### config.mk
export PLATFORM = sky130hd
export DESIGN_NAME = seven_seg_mux_driver
export DESIGN_NICKNAME = d
export VERILOG_FILES = /design/src/rtl/seven_seg_mux_driver.sv
export SDC_FILE = /design/constraint.sdc
export NUM_CORES = 1
export LEC_CHECK = 0
export BUFFER_PORTS_ARGS = -buffer_cell sky130_fd_sc_hd__buf_2
export CORE_AREA = 2 2 80 82
export CTS_CLUSTER_SIZE = 16
export DETAILED_ROUTE_END_ITERATION = 6
export DIE_AREA = 0 0 82 84
export PLACE_DENSITY = 0.83
export RECOVER_POWER = 50
export SLEW_MARGIN = 0
export SYNTH_ARGS = -nofsm -noshare
export SYNTH_HDL_FRONTEND = slang
export SYNTH_SLANG_ARGS = --single-unit
### constraint.sdc
create_clock -name clk_i -period 3.13 [get_ports clk_i]
set_input_delay 0.1565 -clock clk_i [delete_from_list [all_inputs] [get_ports clk_i]]
set_output_delay 0.1565 -clock clk_i [all_outputs]
set_load 0.03 [all_outputs]
### src/rtl/seven_seg_mux_driver.sv
// seven_seg_mux_driver: time-multiplexed common-anode seven-segment display driver
// Ports:
//   clk_i, rst_ni  : clock and synchronous active-low reset
//   value_i, dp_i  : digit nibbles (digit 0 least significant) and decimal-point enables
//   load_i         : one-cycle strobe capturing value_i/dp_i, displayed from the next frame
//   lz_blank_i     : leading-zero suppression enable, applied live
//   seg_o, dp_n_o  : active-low segments {a..g} (bit6 = a) and decimal point
//   an_o           : active-low one-hot-cold anode enables
//   frame_start_o  : pulse on the first output cycle of digit 0's slot
module seven_seg_mux_driver #(
   parameter int DIGITS       = 4,
   parameter int REFRESH_DIV  = 50000,
   parameter int BLANK_CYCLES = 2,
   parameter int HEX_MODE     = 0
) (
   input  logic                  clk_i,
   input  logic                  rst_ni,
   input  logic [4*DIGITS-1:0]   value_i,
   input  logic [DIGITS-1:0]     dp_i,
   input  logic                  load_i,
   input  logic                  lz_blank_i,
   output logic [6:0]            seg_o,
   output logic                  dp_n_o,
   output logic [DIGITS-1:0]     an_o,
   output logic                  frame_start_o
);
   localparam int CW = $clog2(REFRESH_DIV);
   localparam int IW = DIGITS > 1 ? $clog2(DIGITS) : 1;
   logic [CW-1:0]          cnt_q, cnt_d;
   logic [IW-1:0]          idx_q, idx_d;
   logic [DIGITS-1:0][3:0] pv_q, pv_d, sv_q, sv_d;
   logic [DIGITS-1:0]      pdp_q, pdp_d, sdp_q, sdp_d;
   logic                   pend_q, pend_d;
   logic [6:0]             seg_q, seg_d;
   logic                   dpn_q, dpn_d;
   logic [DIGITS-1:0]      an_q, an_d;
   logic                   fs_q, fs_d;
   logic                   slot_end, boundary, lead, supp;
   logic [DIGITS-1:0]      lz;
   logic [3:0]             nib;
   logic [6:0]             glyph;
   always_comb begin
      slot_end = cnt_q == CW'(REFRESH_DIV - 1);
      boundary = slot_end && idx_q == IW'(DIGITS - 1);
      cnt_d    = slot_end ? '0 : cnt_q + CW'(1);
      idx_d    = !slot_end ? idx_q : boundary ? '0 : idx_q + IW'(1);
      pv_d     = load_i ? value_i : pv_q;
      pdp_d    = load_i ? dp_i : pdp_q;
      pend_d   = !boundary && (pend_q || load_i);
      // a load coinciding with the boundary bypasses the pending stage
      sv_d     = boundary && load_i ? value_i : boundary && pend_q ? pv_q : sv_q;
      sdp_d    = boundary && load_i ? dp_i : boundary && pend_q ? pdp_q : sdp_q;
   end
   always_comb begin
      // lz[k] is set when nibble k and every higher nibble are zero
      lz   = '0;
      lead = 1'b1;
      for (int k = DIGITS - 1; k >= 0; k--) begin
         lead  = lead && sv_q[k] == 4'd0;
         lz[k] = lead;
      end
      nib  = sv_q[idx_q];
      supp = lz_blank_i && lz[idx_q] && idx_q != '0 && !sdp_q[idx_q];
      case (nib)
         4'h0: glyph = 7'b0000001;
         4'h1: glyph = 7'b1001111;
         4'h2: glyph = 7'b0010010;
         4'h3: glyph = 7'b0000110;
         4'h4: glyph = 7'b1001100;
         4'h5: glyph = 7'b0100100;
         4'h6: glyph = 7'b0100000;
         4'h7: glyph = 7'b0001111;
         4'h8: glyph = 7'b0000000;
         4'h9: glyph = 7'b0000100;
         4'hA: glyph = 7'b0001000;
         4'hB: glyph = 7'b1100000;
         4'hC: glyph = 7'b0110001;
         4'hD: glyph = 7'b1000010;
         4'hE: glyph = 7'b0110000;
         default: glyph = 7'b0111000;
      endcase
      if (HEX_MODE == 0 && nib > 4'd9) glyph = 7'h7F;
      seg_d = supp ? 7'h7F : glyph;
      dpn_d = supp || !sdp_q[idx_q];
      an_d  = '1;
      if (cnt_q >= CW'(BLANK_CYCLES)) an_d[idx_q] = 1'b0;
      fs_d  = cnt_q == '0 && idx_q == '0;
   end
   always_ff @(posedge clk_i) begin
      if (!rst_ni) begin
         cnt_q  <= '0;
         idx_q  <= '0;
         pv_q   <= '0;
         pdp_q  <= '0;
         sv_q   <= '0;
         sdp_q  <= '0;
         pend_q <= 1'b0;
         seg_q  <= 7'h7F;
         dpn_q  <= 1'b1;
         an_q   <= '1;
         fs_q   <= 1'b0;
      end else begin
         cnt_q  <= cnt_d;
         idx_q  <= idx_d;
         pv_q   <= pv_d;
         pdp_q  <= pdp_d;
         sv_q   <= sv_d;
         sdp_q  <= sdp_d;
         pend_q <= pend_d;
         seg_q  <= seg_d;
         dpn_q  <= dpn_d;
         an_q   <= an_d;
         fs_q   <= fs_d;
      end
   end
   assign seg_o         = seg_q;
   assign dp_n_o        = dpn_q;
   assign an_o          = an_q;
   assign frame_start_o = fs_q;
endmodule

== After elaboration in Yosys (flattened, before gate mapping) ==
Memories as Yosys holds them, arrays and structs flattened. A register that Yosys moved wholly into a read port is not among the register bits.
Index checks and enable logic that the tools add are counted.

* Add/subtract/negate cells: 2
* Equality and inequality tests: 2
* Multiplexer cells: 13
* $lt $le $gt $ge: 4
* Bitwise logic cells: 2
* Reductions and logical operators: 27

{| class="wikitable"
|+ Operators with widths
! operator !! number
|-
| $mux W16 || 2
|-
| $add A16 B1 Y16 const B || 1
|-
| $eq A16 B16 Y1 const B || 1
|-
| $ge A16 B2 Y1 const B || 1
|-
| $logic_not A16 Y1 || 1
|-
| $logic_not A4 Y1 || 4
|-
| $logic_and A1 B1 Y1 || 12
|-
| $mux W4 || 3
|-
| $bmux W4 S2 || 1
|-
| $bmux W1 S2 || 2
|-
| $gt A4 B4 Y1 const B || 1
|-
| $not A4 Y4 || 1
|-
| $reduce_bool A2 Y1 || 2
|-
| $lt A2 B3 Y1 const B || 1
|-
| $mux W1 || 3
|-
| $reduce_or A3 Y1 || 1
|-
| $add A2 B1 Y2 const B || 1
|-
| $demux W1 S2 || 1
|-
| $eq A2 B2 Y1 const B || 1
|-
| $ge A2 B1 Y1 const B || 1
|-
| $logic_not A1 Y1 || 2
|-
| $logic_not A2 Y1 || 1
|-
| $logic_or A1 B1 Y1 || 2
|-
| $mux W2 || 1
|-
| other kinds (3) || 3
|}

* Bits in read-only memories: 112
* Memories kept: 1
* Register bits after elaboration: 65
* Output and inout port bits: 13
* Bits of input ports: 24
* Word-level logic and storage cells: 67

{| class="wikitable"
|+ Memory list
! memory !! words !! width !! read ports !! clocked after Yosys merged registers in !! write ports !! line !! text
|-
| (name not given) || 16 || 7 || 1 || 1 || 0 || 64 || <nowiki>case (nib)</nowiki>
|}

== Logic depth before layout (Yosys ltp) ==
Gate-level depths: netlist of the first run.

* Depth after elaboration: 10
* Mapped depth: 8
* Depth with buffers taken out: 7

== Worst setup path after synthesis of the first run ==
No wires, ideal clock.

* Path kind: register -> register
* Start point: register idx_q[0]
* End point: register seg_q[6], in the netlist seg_o[6]
* Library setup time: 141 ps
* Period minus slack after synthesis: 2,308 ps
* Buffers on the path: 1
* Data required time: 2,989 ps
* Path slack: 822 ps
* Cell stages (with the launch flop): 8
* Arrival time: 2,166 ps
* Path through: dfxtp_1 buf_2 mux4_2 inv_1 ha_1 o211ai_1 a31oi_1 nand4_1

* Word-level cells in the longest chain between the ends: 6
* Elaborated cells on any way between the ends: 13
* Classes of those cells: order compare: 1; mux: 6; reduce/logical: 6

{| class="wikitable"
|+ Ends and longest elaborated chain
! element !! line !! text
|-
| from (decl) || 30 || <nowiki>logic [IW-1:0] idx_q, idx_d;</nowiki>
|-
| from (signal assigned) || 104 || <nowiki>idx_q <= idx_d;</nowiki>
|-
| branches (longest 6 deep; another with $gt A4 B4 Y1) || n/a ||
|-
| to (decl) || 34 || <nowiki>logic [6:0] seg_q, seg_d;</nowiki>
|}

Several ways; the timed one is not identified. The select of a mux whose other input is x is not followed.
A chain may end at the register's enable or synchronous reset.

== Worst setup path in the final report of the first run ==
* Start point: register idx_q[0]
* End point: register seg_q[4], in the netlist seg_o[4]

Same word-level chain as after synthesis.

==> results of run 1 <==
layer usage:
metal	vias to the layer above	GRT usage, %	wire length, um	share of wire [%]
met4	0	12.0	149	2.2
met2	62	28.9	3040	44
met5	-	0	0	0
met1	1298	33.2	3360	49
li1	1378	-	-	-
met3	16	3.90	305	4.4
cell type report:
class | count | area [um^2] | share of cell area (%)
flip-flops and latches | 72 | 1440 | 38.8
well taps | 77 | 96.3 | 2.59
clock buffers | 11 | 141 | 3.80
repair buffers | 41 | 196 | 5.28
clock inverters | 3 | 20.0 | 0.539
multi-input cells | 247 | 1760 | 47.3
inverters | 17 | 63.8 | 1.72
cell usage after synthesis (all sizes together) (2+ instances only):
cell / instances / share of area, %
inv: 16 / 1.8
xnor2: 11 / 2.9
nand3: 15 / 2.2
or3: 3 / 0.56
mux2i: 24 / 7.1
nand4b: 4 / 1.0
o22ai: 8 / 1.5
and4: 3 / 0.78
or4: 17 / 3.9
nor3: 4 / 0.59
nor4: 9 / 2.1
clkbuf: 17 / 1.9
o21ai: 12 / 1.8
nand4: 6 / 1.3
dfxtp: 72 / 43
o211ai: 2 / 0.45
ha: 13 / 4.8
nand3b: 2 / 0.45
buf: 9 / 1.3
o31ai: 20 / 4.5
nor2: 40 / 4.5
mux4: 6 / 4.0
nand2: 10 / 1.1
a21oi: 28 / 4.2
worst max path at each step:
stage / start / slack [ns] / to / cells after the start
after floorplan: idx_q[0] / 0.82 / seg_o[6] / 7
after global placement: idx_q[0] / 0.89 / seg_o[6] / 6
after detailed placement: idx_q[0] / 0.71 / seg_o[4] / 6
after CTS: idx_q[0] / 0.69 / seg_o[4] / 6
after global routing: idx_q[0] / 0.48 / seg_o[4] / 6
final: idx_q[0] / 0.68 / seg_o[4] / 6
cells by family after synthesis:
family / after synthesis / synth area share [%]
XOR/XNOR: 12 / 3.12
adder cells (fa/ha/maj): 13 / 4.83
AO/OA/AOI/OAI: 75 / 13.6
buffers and inverters: 43 / 5.09
multiplexers: 31 / 11.5
flip-flops: 72 / 42.8
AND/OR/NAND/NOR: 116 / 19.1
worst max-delay path, delay by kind of cell (launching register included):
kind / cells / cell delay, ns
adder cells (fa/ha/maj): 1 / 0.22
flip-flops: 1 / 0.51
multiplexers: 1 / 0.62
AND/OR/NAND/NOR: 1 / 0.16
AO/OA/AOI/OAI: 2 / 0.62
buffers and inverters: 1 / 0.17
metrics by stage:
| stage | hold WS, ns | cells | utilization (%) | total power, mW |
|---|---|---|---|---|
| after floorplan | 0.218 | 362 | - | 1.05 |
| after global placement | 0.387 | 454 | 58.7 | 1.08 |
| after detailed placement | 0.393 | 454 | 58.7 | 1.09 |
| after CTS | 0.0286 | 468 | 61.3 | 1.71 |
| after global routing | 0.0605 | 468 | 61.0 | 1.76 |
| final | 0.0369 | 468 | 61.0 | 1.70 |
report_power, final:
group	total (mW)	switching (mW)	leakage, nW	internal [mW]
Combinational	0.110	0.0675	0.687	0.0426
Sequential	0.955	0.0128	0.588	0.942
Clock	0.631	0.332	0.0773	0.299
Total	1.70	0.412	1.35	1.28
sequential cells by signal, indices dropped and copies added (netlist names):
register       flops
idx_q              2
cnt_q             16
pend_q             1
frame_start_o      1
seg_o              7
an_o               4
sv_q              16
pv_q              16
dp_n_o             1
pdp_q              4
sdp_q              4
==> out/metrics.csv, run 1 <==
metric;value;unit
fmax;409;MHz
p_per_area;456;nW/um^2
grt_overflow_total;0;
ys_ff_latch;72;
drtPass1Iterations;4;
syn-num-nets;399;
yosysUniqueCellTypes;41;
syn_avg_cell_area;9.30;um^2
async_flop_share;0;%
cp-start-kind;flip-flop;
finalWirelength;6860;um
setup_viol;0;
ys.flop_type;dfxtp_1;
slowest_stage;mux4_2;
worstReg2RegEnd;seg_o[4];
final.min_clock_period;2.45;ns
h-tree-depth;3;
tightest_slew;1.62;ns
cp_cell_sequence;mux4_2 > inv_1 > ha_1 > o211ai_1 > a31oi_1 > nand4_1;
preCtsSetupSlack;0.705;ns
cp.required;3.33;ns
ff2ff_path_depth;6;
finalHoldViolCount;0;
period_share;78.1;%
synth_area;3370;um^2
post_cts_buffers;0;
drcViolationCount;0;
portBuffers;36;
antenna_found_initial;0;
grt_pass1_vias;2560;
cts-root-buf;clkbuf_8;
min_from;rst_ni;
final_antenna_net_count;0;
path_clk_slew;0.07;ns
diodes;0;
vias;2754;
cts_buffers;9;
grt_max_degree;44;
violations;max-capacitance violations, max-slew violations;
min_path_cells;2;
dpl.hpwl;4540;um
cts-resized-gates;0;
grt.total_usage;21.9;%
arrival;2.64;ns
die-area;6890;um^2
placed_cell_area;3580;um^2
timing.final.ws_setup;0.684;ns
crit_path_end_kind;flip-flop;
n_fill_cell;538;
die_y;84;um
hold-path-endpoint;dp_n_o;
slowest_delay;0.62;ns
core_area;6100;um^2
regToRegSetupSlack;0.68;ns
drive_above_1_share;13.0;%
max_slew_margin;-8.13;%
num_rows;29;
wl_per_cell;14.6;um
nNetsFinal;425;
clkLatencyLatePin;0.35;ns
p_leak;1.35;nW
rsz0062_at_grt;no;
fin_area;3720;um^2
max-vdd-ir-drop;0.000299;V
gp_congestion;0.907;
clock_sinks;72;
holdBufCountCts;0;
drt_iter0_drc;179;
worstSetupPathType;flip-flop to flip-flop;
initial_core_util;55.2;%
fin_skew;0.0101;ns
final_cell_mix;dfxtp_1 (72), nor2_1 (40), a21oi_1 (28);
syn2layout_area_growth;10.4;%
grt_pass1_wl;11800;um
viasPerCell;5.88;
synth_edf_count;0;
min_path_type;input pin to flip-flop;
status;finished with violations;
yosysWarnings;0;
worstReg2RegStart;idx_q[0];
die_width;82;um
fin_tns_setup;0;ns
synth_cells;362;
final-max-slew-violation-count;26;
cts_buffer_depth;2;
final_common_cell;dfxtp_1;
ios;37;
cp_max_fo;7;
max_cap_violations;1;
cts_tree;built;
yosysSeqAreaShare;42.8;%
No activity file was read; power rests on OpenSTA's default activity.
==> inputs of run 2 (changes only) <==
- CORE_AREA: 2 2 80 82 -> 2 2 84 86
- DIE_AREA: 0 0 82 84 -> 0 0 86 88
- PLACE_DENSITY: 0.83 -> 0.79
- clock period: 3.13 -> 2.2 ns (I/O delays scaled with it)
==> run 2 against run 1 <==
Net effect:
- the run now ends clean
- via count fell by 0.54%
- register-to-register slack got worse by 0.57 ns
- first-iteration DRC count rose by 23%
- wire length rose by 2.6%
- cell area rose by 3.6%
- die area rose by 9.9%
- total power rose by 53%
- global-route usage fell by 2.3 points
- critical path type unchanged
- highest routed layer unchanged
==> out/metrics.csv, run 2 (same netlist as run 1, synthesis figures left out) <==
metric;value;unit;change
cts_tree;built;;unchanged
ff2ff_path_depth;6;;unchanged
p_per_area;672;nW/um^2;was 456 nW/um^2
period_share;94.8;%;was 78.1%
num_rows;30;;was 29
rsz0062_at_grt;no;;unchanged
fin_util;58.0;%;was 61.0%
max_cap_violations;0;;was 1
fin_skew;0.0111;ns;was 0.0101 ns
wl_per_cell;14.6;um;about the same
grt_max_degree;44;;unchanged
drtPass1Iterations;4;;unchanged
cts_buffers;9;;unchanged
cp-start-kind;flip-flop;;unchanged
min_path_cells;3;;was 2
p_total;2.59;mW;was 1.70 mW
cp_max_fo;7;;unchanged
n_fill_cell;557;;was 538
cts_buffer_depth;2;;unchanged
finalHoldViolCount;0;;unchanged
largest_registers;cnt_q (16), pv_q (16), sv_q (16);;unchanged
place_inst;465;;was 454
finalWirelength;7040;um;was 6860 um
grt.total_usage;19.6;%;was 21.9%
clkLatencyLatePin;0.35;ns;about the same
final_common_cell;dfxtp_1;;unchanged
final_cell_mix;dfxtp_1 (71), nor2_1 (40), a21oi_1 (28);;was dfxtp_1 (72), nor2_1 (40), a21oi_1 (28)
preCtsSetupSlack;0.0477;ns;was 0.705 ns
ios;37;;unchanged
crit_path_end_kind;flip-flop;;unchanged
fin_area;3850;um^2;was 3720 um^2
min_path_type;input pin to flip-flop;;unchanged
multi_input_area;1770;um^2;was 1760 um^2
grt_overflow_total;0;;unchanged
cp_cell_sequence;mux4_2 > inv_1 > ha_2 > o211ai_1 > a31oi_2 > nand4_1;;was mux4_2 > inv_1 > ha_1 > o211ai_1 > a31oi_1 > nand4_1
nNetsFinal;434;;was 425
max_slew_margin;40.0;%;was -8.13%
drive_above_1_share;16.2;%;was 13.0%
fmax;479;MHz;was 409 MHz
max-vdd-ir-drop;0.000422;V;was 0.000299 V
tightest_slew;0.901;ns;was 1.62 ns
timing.final.ws_setup;0.114;ns;was 0.684 ns
cp.depth;6;;unchanged
antenna_found_initial;0;;unchanged
worst-path-buf-inv;1;;unchanged
initial_core_util;50.7;%;was 55.2%
die_width;86;um;was 82 um
placed_cell_area;3660;um^2;was 3580 um^2
die-area;7570;um^2;was 6890 um^2
drcViolationCount;0;;unchanged
post_cts_buffers;0;;unchanged
clock_sinks;72;;unchanged
final.min_clock_period;2.09;ns;was 2.45 ns
drt_iter0_drc;220;;was 179
finalNonFillerCells;482;;was 468
grt_pass1_vias;2594;;was 2560
final-max-slew-violation-count;0;;was 26
slowest_stage;mux4_2;;unchanged
path_clk_slew;0.09;ns;was 0.07 ns
seq_area;1440;um^2;about the same
core_area;6640;um^2;was 6100 um^2
slowest_delay;0.57;ns;was 0.62 ns
arrival;2.30;ns;was 2.64 ns
status;finished, final reports clean;;was finished with violations
syn2layout_area_growth;14.4;%;was 10.4%
dpl.hpwl;4860;um;was 4540 um
gp_congestion;0.913;;was 0.907
cts-root-buf;clkbuf_8;;unchanged
portBuffers;36;;unchanged
setup_viol;0;;unchanged
grt_pass1_wl;11800;um;about the same
critPathTopFamily;multiplexers;;unchanged
p_leak;1.42;nW;was 1.35 nW
worstSetupPathType;flip-flop to flip-flop;;unchanged
die_y;88;um;was 84 um
vias;2739;;was 2754
diodes;0;;unchanged
viasPerCell;5.68;;was 5.88
cp.required;2.41;ns;was 3.33 ns
final_antenna_net_count;0;;unchanged
h-tree-depth;3;;unchanged
hold_ws;0.0114;ns;was 0.0369 ns
regToRegSetupSlack;0.11;ns;was 0.68 ns
fin_tns_setup;0;ns;unchanged
-- run 2: cell count changes in the layout (fill, tap and decap cells not counted), sizes merged --
cell and change:
buf +7, inv +2, bufinv +1, clkbuf -1
clkinvlp +1, dlygate4sd3 +1
-- run 2: area by class of cell --
cell class                 count  area share, %
tap                           80           2.60
sequential                    72           37.4
timing repair buffer          50           7.18
multi-input combinational    247           45.9
clock buffer                   9           3.22
inverter                      17           1.66
clock inverter                 7           2.05
-- run 2: final timing paths --
check / start / end
worst max-delay path: idx_q[0] / seg_o[4]
worst min-delay path: value_i[1] / pv_q[1]
worst max register to register: idx_q[0] / seg_o[4]
worst min register to register: sdp_q[1] / sdp_q[1]
-- run 2: power by group --
group	switching, mW	internal, mW	leakage, nW	total (mW)
Clock	0.537	0.533	0.0925	1.07
Sequential	0.0161	1.34	0.588	1.36
Combinational	0.0991	0.0640	0.736	0.163
-- run 2: worst min-delay path, delay by kind of cell --
| family | cells | cell delay, ns |
|---|---|---|
| AND/OR/NAND/NOR | 1 | 0.08 |
| buffers and inverters | 1 | 0.08 |
| multiplexers | 1 | 0.07 |
-- run 2: what timing repair did --
| item | in CTS | in global routing |
|---|---|---|
| hold endpoints to repair | 1 | 0 |
| endpoints found under the setup margin | 0 | 12 |
| hold buffers | 1 | 0 |
| resized for setup | 0 | 2 |
-- run 2: layer usage --
layer	wire length [um]	up-vias	GRT usage, %
met1	3410	1270	26.8
met4	95	0	7.79
met2	3110	73	29.5
met3	424	9	5.18
li1	-	1387	-
met5	0	-	0
